[src/rtl/t07_pkg.sv]
// Shared encodings for the Simon module: stage state codes, raw button codes
// and colour codes, plus a helper that picks one colour out of the sequence bus.
package t07_pkg;

  localparam logic [3:0] SIMON_D1 = 4'd0;
  localparam logic [3:0] SIMON_I1 = 4'd1;
  localparam logic [3:0] SIMON_D2 = 4'd2;
  localparam logic [3:0] SIMON_I2 = 4'd3;
  localparam logic [3:0] SIMON_D3 = 4'd4;
  localparam logic [3:0] SIMON_I3 = 4'd5;
  localparam logic [3:0] SIMON_D4 = 4'd6;
  localparam logic [3:0] SIMON_I4 = 4'd7;
  localparam logic [3:0] SIMON_D5 = 4'd8;
  localparam logic [3:0] SIMON_I5 = 4'd9;

  localparam logic [2:0] SIMON_LAST_STAGE = 3'd4;

  // One-hot raw button bus order: {BACK,LEFT,DOWN,RIGHT,UP,SELECT}
  localparam logic [5:0] BTN_NO_PRESS = 6'b000000;
  localparam logic [5:0] BTN_SELECT   = 6'b000001;
  localparam logic [5:0] BTN_UP       = 6'b000010;
  localparam logic [5:0] BTN_RIGHT    = 6'b000100;
  localparam logic [5:0] BTN_DOWN     = 6'b001000;
  localparam logic [5:0] BTN_LEFT     = 6'b010000;
  localparam logic [5:0] BTN_BACK     = 6'b100000;

  typedef enum logic [1:0] {
    COL_UP    = 2'd0,
    COL_RIGHT = 2'd1,
    COL_DOWN  = 2'd2,
    COL_LEFT  = 2'd3
  } colour_t;

  function automatic logic [1:0] seq_colour(input logic [9:0] seq, input logic [2:0] idx);
    logic [1:0] col;
    case (idx)
      3'd0:    col = seq[1:0];
      3'd1:    col = seq[3:2];
      3'd2:    col = seq[5:4];
      3'd3:    col = seq[7:6];
      default: col = seq[9:8];
    endcase
    return col;
  endfunction

endpackage

[src/rtl/t07_button_sync_edge.sv]
// Two-flop synchroniser for the raw button bus plus a previous-value register;
// flags a new single-colour press and reports which colour it was.
module t07_button_sync_edge
  import t07_pkg::*;
(
  input  logic       clk,
  input  logic       nrst,
  input  logic [5:0] unsync_button,
  output logic       press_valid,
  output logic [1:0] press_colour
);

  logic [5:0] btn_p0;
  logic [5:0] btn_p1;
  logic [5:0] btn_p2;
  logic       is_colour;

  always_ff @(posedge clk or negedge nrst) begin
    if (!nrst) begin
      btn_p0 <= BTN_NO_PRESS;
      btn_p1 <= BTN_NO_PRESS;
      btn_p2 <= BTN_NO_PRESS;
    end else begin
      btn_p0 <= unsync_button;
      btn_p1 <= btn_p0;
      btn_p2 <= btn_p1;
    end
  end

  // SELECT, BACK and chords never decode to a colour
  always_comb begin
    is_colour    = 1'b1;
    press_colour = COL_UP;
    case (btn_p1)
      BTN_UP:    press_colour = COL_UP;
      BTN_RIGHT: press_colour = COL_RIGHT;
      BTN_DOWN:  press_colour = COL_DOWN;
      BTN_LEFT:  press_colour = COL_LEFT;
      default:   is_colour = 1'b0;
    endcase
  end

  assign press_valid = is_colour && (btn_p2 == BTN_NO_PRESS);

endmodule

[config.mk]
export PLATFORM = sky130hd
export DESIGN_NAME = t07_button_sync_edge
export DESIGN_NICKNAME = d
export VERILOG_FILES = /design/src/rtl/t07_pkg.sv /design/src/rtl/t07_button_sync_edge.sv
export SDC_FILE = /design/constraint.sdc
export NUM_CORES = 1
export LEC_CHECK = 0
export ABC_AREA = 1
export CAP_MARGIN = 20
export CORE_UTILIZATION = 30
export CTS_BUF_LIST = sky130_fd_sc_hd__clkbuf_2
export DETAILED_ROUTE_END_ITERATION = 8
export HOLD_SLACK_MARGIN = 0.08
export PLACE_DENSITY = 0.58
export SLEW_MARGIN = 20
export SYNTH_ARGS = -nofsm -noshare
export SYNTH_HDL_FRONTEND = slang
export SYNTH_SLANG_ARGS = --single-unit
[constraint.sdc]
create_clock -name clk -period 0.91 [get_ports clk]
set_input_delay 0.091 -clock clk [delete_from_list [all_inputs] [get_ports clk]]
set_output_delay 0.091 -clock clk [all_outputs]
set_load 0.03 [all_outputs]
# Yosys cells after proc, flatten, opt, wreduce, memory -nomap -nowiden

Cells that the tools add are included.

Input bits: 8
Register bits: 18
Output and inout bits: 3

Reductions and logical operators: 3
Equality and inequality tests: 4
Muxes and demuxes: 2

Operator list:

| operator                                      | count |
|---|---|
| == test 6 x 2 -> 1 bit, second input constant | 1 |
| == test 6 x 3 -> 1 bit, second input constant | 1 |
| == test 6 x 4 -> 1 bit, second input constant | 1 |
| == test 6 x 5 -> 1 bit, second input constant | 1 |
| zero test 6 bit                               | 1 |
| one-hot mux 2 bit (3 select lines)            | 1 |
| OR reduction 4 bit                            | 1 |
| logical AND 1 bit                             | 1 |
| 2-to-1 mux 1 bit                              | 1 |

# Longest topological paths before layout

Gate-level depths: netlist (run 1).

Depth after elaboration: 4
Mapped depth: 6
Depth with buffers taken out: 6

# Least setup slack after synthesis (run 1)

Ideal clock, no wire load.

Kind: register to output
Start: register btn_p1[1]
End: output port press_valid
Stages on the path, launching flop included: 6
Required time: 0.819 ns
Arrival time: 1.269 ns
Path slack: -0.450 ns
Path through: dfrtp_1 -> nor2_2 -> nand3_1 -> nand2_2 -> nor2_1 -> nor2_1

Word-level cells in the longest chain between the ends: 4
Elaborated cells between the ends (all ways): 7
Those cells by class: 4 x eq/ne; 1 x mux; 2 x reduce/logical

RTL lines:

| item                                           | RTL line                   | text |
|---|---|---|
| start: declaration                             | t07_button_sync_edge.sv:14 | `logic [5:0] btn_p1;` |
| start signal: assignment                       | t07_button_sync_edge.sv:25 | `btn_p1 <= btn_p0;` |
| == test 6 x 5 -> 1 bit (tied with other cells) | t07_button_sync_edge.sv:34 | `case (btn_p1)` |
| OR reduction 4 bit (no source line) (*)        | --                         |  |
| 2-to-1 mux 1 bit (*)                           | t07_button_sync_edge.sv:34 |  |
| logical AND 1 bit (*)                          | t07_button_sync_edge.sv:43 | `assign press_valid = is_colour && (btn_p2 == BTN_NO_PRESS);` |
| end: declaration                               | t07_button_sync_edge.sv:9  | `output logic press_valid,` |

Every way passes the cells marked *; elsewhere a longest branch is shown, timed or not.

# Worst setup path after layout (run 1)

Start: register btn_p1[1]
End: output port press_colour[0]

Word-level cells in the longest chain between the ends: 2
Elaborated cells between the ends (all ways): 4
Those cells by class: 3 x eq/ne; 1 x mux

RTL lines:

| item                                           | RTL line                   | text |
|---|---|---|
| == test 6 x 5 -> 1 bit (tied with other cells) | t07_button_sync_edge.sv:34 |  |
| one-hot mux 2 bit (3 select lines) (*)         | t07_button_sync_edge.sv:34 |  |
| end: declaration                               | t07_button_sync_edge.sv:10 | `output logic [1:0] press_colour` |

Marked as above.

==> results.sh, run 1 <==
export IMPL_violations="negative setup slack"
export IMPL_ir_drop_v=0.000900
export IMPL_grt_pass1_wl_mm=1.20
export IMPL_cp_num_buf_inv=2
export IMPL_max_freq_ghz=0.696
export IMPL_gp_congestion=0.710
export IMPL_drt_initial_drc_count=0
export IMPL_synth_area_mux_share_pct=0
export IMPL_layout_setup_ws_ps=-526
export IMPL_max_cap_violations=0
export IMPL_drive_above_1_share_pct=37.7
export IMPL_synth_simple_area_share_pct=16.0
export IMPL_finalSetupViolCount=3
export IMPL_route_met2_wl_um=402
export IMPL_rows=15
export IMPL_synth_top_family_by_area="simple AND/OR/NAND/NOR gates"
export IMPL_n_antenna_cell=0
export IMPL_final_period_utilization_pct=158
export IMPL_overflow=0
export IMPL_fin_hold_ws_ps=126
export IMPL_cts_clk_slew_worst_paths_ps=140
export IMPL_post_drt_wl_per_cell_um=8.24
export IMPL_synth_xor_area_share_pct=0
export IMPL_crit_fanout=3
export IMPL_hp_class="input port to asynchronous set/reset pin"
export IMPL_met1_length_um=268
export IMPL_netlist_top_cells_count="dfrtp_1, nor2_1, nand3_1, inv_1"
export IMPL_yosysMostFrequentCell="dfrtp_1"
export IMPL_nets=71
export IMPL_insertion_delay_ps=270
export IMPL_cts_tree="yes"
export IMPL_worst_path_max_delay_cell="dfrtp_1"
export IMPL_syn_num_nets=50
export IMPL_path_cells="nor2_4 > nand3_2 > buf_4 > nand2_1 > buf_6"
export IMPL_vias=350
export IMPL_synthToLayoutAreaGrowth_pct=47.0
export IMPL_path_class="flip-flop to primary output"
export IMPL_drt_total_wl_um=709
export IMPL_wl_met3_um=27
export IMPL_highest_layer="met4"
export IMPL_fp_dieH_um=45.0
export IMPL_synth_area_leader_cell="dfrtp_1"
export IMPL_synthAdderAreaFrac_pct=0
export IMPL_power_density_nw_per_um2=1540
export IMPL_rsz0062_at_grt="yes"
export IMPL_final_cells=86
export IMPL_r2r_start="btn_p1[1]"
export IMPL_final_hold_violation_count=0
export IMPL_outcome="finished with violations"
export IMPL_ys_seq_area_share_pct=81.3
export IMPL_fin_skew_ps=6.92
export IMPL_period_needed_ps=1440
export IMPL_hold_buffers=0
export IMPL_worstSetupStartpointType="flip-flop"
export IMPL_synth_area_um2=554
export IMPL_start_util_pct=32.1
export IMPL_ys_top_cells_by_area="dfrtp_1, nor2_1, nand3_1"
export IMPL_yosysWarnings=0
export IMPL_htree_num_levels=1
export IMPL_cp_arrival_ps=1340
export IMPL_die_x_um=45.0
export IMPL_cpPeakStageDelay_ps=450
export IMPL_synth_async_sr_flop_share_pct=100
export IMPL_cellLeakagePower_nw=0.372
export IMPL_tightest_slew_ps=157
export IMPL_post_route_drc_count=0
export IMPL_root_buffer="clkbuf_2"
export IMPL_core_area_um2=1730
export IMPL_grt_pass1_vias=325
export IMPL_power_mw=1.26
export IMPL_dp_cells=80
export IMPL_die_area_um2=2020
export IMPL_yosys_cell_types_count=7
export IMPL_via_per_inst=4.07
export IMPL_synth_seq_cells=18
export IMPL_synth_compound_area_share_pct=0
export IMPL_maxSlewHeadroom_pct=89.5
export IMPL_r2r_end="btn_p2[1]"
export IMPL_grt_max_degree=19
export IMPL_pin_count=11
export IMPL_synth_top_area_share_pct=81.3
export IMPL_drv_slew=0
export IMPL_antenna_found_initial=0
export IMPL_port_buffers=10
export IMPL_fin_tns_setup_ps=-1540
export IMPL_avgSynthCellArea_um2=13.2
export IMPL_rr_worst_depth=1
export IMPL_cp_startpoint="btn_p1[1]"
export IMPL_drtAntennaViolNets=0
export IMPL_netlist_instances=42
export IMPL_rrSetupSlack_ps=220
export IMPL_path_delay_family="flip-flops"
export IMPL_synthFlopType="dfrtp_1"
export IMPL_clock_sinks=18
export IMPL_required_ps=820
export IMPL_first_pass_iters=1
export IMPL_cts_path_max_buffers=2
export IMPL_cts_buffers_inserted=3
export IMPL_crit_path_end_kind="primary output"
export IMPL_track_usage_pct=9.25
export IMPL_place_ws_ps=-301
export IMPL_synth_edf_count=0
==> stage by stage <==
stage | util (%) | cell area [um^2]
6_report | 47.2 | 815
3_3_place_gp | 43.2 | 746
2_1_floorplan | - | 587
5_1_grt | 47.2 | 815
3_5_place_dp | 43.2 | 746
4_1_cts | 46.6 | 805
==> power by group <==
part	switching, mW	leakage (nW)	internal, mW	total (mW)
clock network	0.202	0.0125	0.0900	0.292
registers	0.0230	0.210	0.840	0.863
logic	0.0438	0.150	0.0584	0.102
==> per-layer routing <==
metal	up-vias	GRT usage (%)
li1	168	-
met1	172	7.83
met2	8	15.9
met3	2	3.60
met4	0	9.09
met5	-	0
==> placed cells by master, fill, tap and decap left out <==
cell type / n
nor2_1: 6
nor2_2: 2
nand3_1: 2
nand3_2: 3
buf_4: 5
nand2_1: 1
dfrtp_1: 18
buf_6: 3
clkdlybuf4s50_1: 7
clkbuf_2: 3
buf_12: 1
nor2_4: 4
inv_1: 4
nand2_2: 1
nand2_4: 1
==> how the worst max path moves through the flow <==
stage / endpoint / slack, ps / cells past startpoint
2_1_floorplan: press_valid / -220 / 5
3_3_place_gp: press_valid / -280 / 6
3_5_place_dp: press_valid / -300 / 6
4_1_cts: press_colour[0] / -550 / 5
5_1_grt: press_valid / -630 / 6
6_report: press_colour[0] / -530 / 5
==> area by class of cell <==
class	count	area, um^2
Inverter	4	15.0
Timing Repair Buffer	16	161
Clock buffer	3	15.0
Tap cell	25	31.3
Fill cell	180	912
Sequential cell	18	450
Multi-Input combinational cell	20	141
==> cell families (layout without fill, tap and decap cells) <==
family | after synthesis | count (layout)
buf+inv | 4 | 23
flops | 18 | 18
simple gates | 20 | 20
==> registers in the layout, summed over array words and instances, names as in the netlist <==
register / count
btn_p0: 6
btn_p1: 6
btn_p2: 6
==> what timing repair did <==
item	CTS	global route
endpoints found under the setup margin	3	3
setup buffers	2	1
pin swaps	4	2
gates resized for setup	7	1
hold endpoints to repair	0	0
Note: power is estimated with default switching activity, not from simulation.
==> inputs of run 2 (changes only) <==
--- a/config.mk
+++ b/config.mk
@@ -11,8 +11,6 @@
 export CTS_BUF_LIST = sky130_fd_sc_hd__clkbuf_2
 export DETAILED_ROUTE_END_ITERATION = 8
 export HOLD_SLACK_MARGIN = 0.08
-export PLACE_DENSITY = 0.58
-export SLEW_MARGIN = 20
 export SYNTH_ARGS = -nofsm -noshare
 export SYNTH_HDL_FRONTEND = slang
 export SYNTH_SLANG_ARGS = --single-unit
==> run 2 against run 1 <==
  * The run still ends with negative setup slack left
  * Non-clock buffer count fell by 3
  * Hold slack got worse by 21 ps
  * Wire length did not move
  * Via count fell by 8.0%
  * Critical endpoint unchanged
  * Highest routed layer is now met3
==> results.sh, run 2 (same netlist as run 1, synthesis figures left out) <==
export IMPL_outcome="finished with violations"
export IMPL_violations="negative setup slack"
export IMPL_tightest_slew_ps=165
export IMPL_die_area_um2=2020
export IMPL_gp_congestion=0.669
export IMPL_core_area_um2=1730
export IMPL_cts_path_max_buffers=2
export IMPL_rsz0062_at_grt="yes"
export IMPL_path_delay_family="flip-flops"
export IMPL_grt_pass1_vias=345
export IMPL_layout_commonest_cell="dfrtp_1"
export IMPL_cp_num_buf_inv=2
export IMPL_design_area_um2=807
export IMPL_synthToLayoutAreaGrowth_pct=45.6
export IMPL_cpPeakStageDelay_ps=450
export IMPL_htree_num_levels=1
export IMPL_period_needed_ps=1460
export IMPL_path_cells="nor2_4 > nand3_2 > buf_4 > nand2_1 > buf_6"
export IMPL_max_cap_violations=0
export IMPL_nets=68
export IMPL_finalSetupViolCount=3
export IMPL_path_class="flip-flop to primary output"
export IMPL_final_period_utilization_pct=160
export IMPL_place_area_um2=746
export IMPL_route_met2_wl_um=391
export IMPL_worstSetupStartpointType="flip-flop"
export IMPL_antenna_found_initial=0
export IMPL_n_antenna_cell=0
export IMPL_wl_met3_um=31
export IMPL_overflow=0
export IMPL_vias=322
export IMPL_via_per_inst=3.83
export IMPL_post_drt_wl_per_cell_um=8.44
export IMPL_clock_sinks=18
export IMPL_max_freq_ghz=0.687
export IMPL_grt_pass1_wl_mm=1.29
export IMPL_grt_max_degree=19
export IMPL_cts_buffers_inserted=3
export IMPL_drt_total_wl_um=709
export IMPL_crit_path_end_kind="primary output"
export IMPL_post_route_drc_count=0
export IMPL_mostFrequentLayoutCells="dfrtp_1, clkdlybuf4s50_1, nor2_1"
export IMPL_final_hold_violation_count=0
export IMPL_hp_class="input port to asynchronous set/reset pin"
export IMPL_ir_drop_v=0.000811
export IMPL_cts_setup_buffers=0
export IMPL_crit_fanout=3
export IMPL_drtAntennaViolNets=0
export IMPL_drt_initial_drc_count=1
export IMPL_rows=15
export IMPL_start_util_pct=32.1
export IMPL_dp_hpwl_um=490
export IMPL_root_buffer="clkbuf_2"
export IMPL_pin_count=11
export IMPL_cellLeakagePower_nw=0.361
export IMPL_port_buffers=10
export IMPL_highest_layer="met3"
export IMPL_met1_length_um=286
export IMPL_cts_clk_slew_worst_paths_ps=160
export IMPL_die_x_um=45.0
export IMPL_insertion_delay_ps=280
export IMPL_cts_tree="yes"
export IMPL_power_mw=1.28
export IMPL_fp_dieH_um=45.0
export IMPL_required_ps=820
export IMPL_drive_above_1_share_pct=37.3
export IMPL_top_regs="btn_p0: 6 flops, btn_p1: 6 flops, btn_p2: 6 flops"
export IMPL_track_usage_pct=9.40
export IMPL_power_density_nw_per_um2=1590
export IMPL_first_pass_iters=3
export IMPL_fin_skew_ps=12.9
export IMPL_drv_slew=0
export IMPL_maxSlewHeadroom_pct=89.0
export IMPL_layout_setup_ws_ps=-545
export IMPL_worst_path_max_delay_cell="dfrtp_1"
export IMPL_cp_arrival_ps=1360
[run 2: what timing repair did]
item | in CTS | in global routing
hold buffers | 0 | 0
hold endpoints to repair | 0 | 0
pin swaps | 8 | 1
endpoints found under the setup margin | 3 | 3
gates resized for setup | 10 | 1
[run 2: area by class of cell]
cell class | instances | area [um^2]
tap | 25 | 31.3
timing repair buffer | 13 | 143
inverter | 4 | 15.0
clock buffer | 3 | 15.0
multi-input combinational | 20 | 149
sequential | 18 | 450
fill | 171 | 920
clock inverter | 1 | 3.75
[run 2: power breakdown]
group	total, mW	switching, mW	internal (mW)	leakage, nW
sequential	0.862	0.0225	0.840	0.210
clock	0.319	0.224	0.0956	0.0140
combinational	0.0995	0.0456	0.0540	0.137
total	1.28	0.292	0.989	0.361
[run 2: through the flow]
stage	TNS [ps]	hold slack, ps	std cells	util (%)	worst slack (ps)
6_report	-1580	105	84	46.7	-545
5_1_grt	-1830	86.4	84	46.7	-624
4_1_cts	-1630	91.2	84	46.6	-555
3_5_place_dp	-723	335	80	43.2	-276
3_3_place_gp	-658	332	80	43.2	-254
2_1_floorplan	-291	-205	42	-	-221
[run 2: layer usage]
layer / global-route usage, % / vias up
li1: - / 162
met1: 9.33 / 150
met2: 16.5 / 10
met3: 2.40 / 0
met4: 7.27 / 0
met5: 0 / -
[run 2: path summary, 6_finish.rpt]
kind	from	end	slack (ps)	depth (start not counted)
min in group clk	unsync_button[4]	btn_p0[4]	220	1
hold / removal	nrst	btn_p0[1]	100	2
hold reg to reg	btn_p0[0]	btn_p1[0]	360	0
setup reg to reg	btn_p1[0]	btn_p2[0]	340	0
max in group asynchronous	nrst	btn_p1[2]	670	2
setup / recovery	btn_p1[0]	press_colour[0]	-550	5
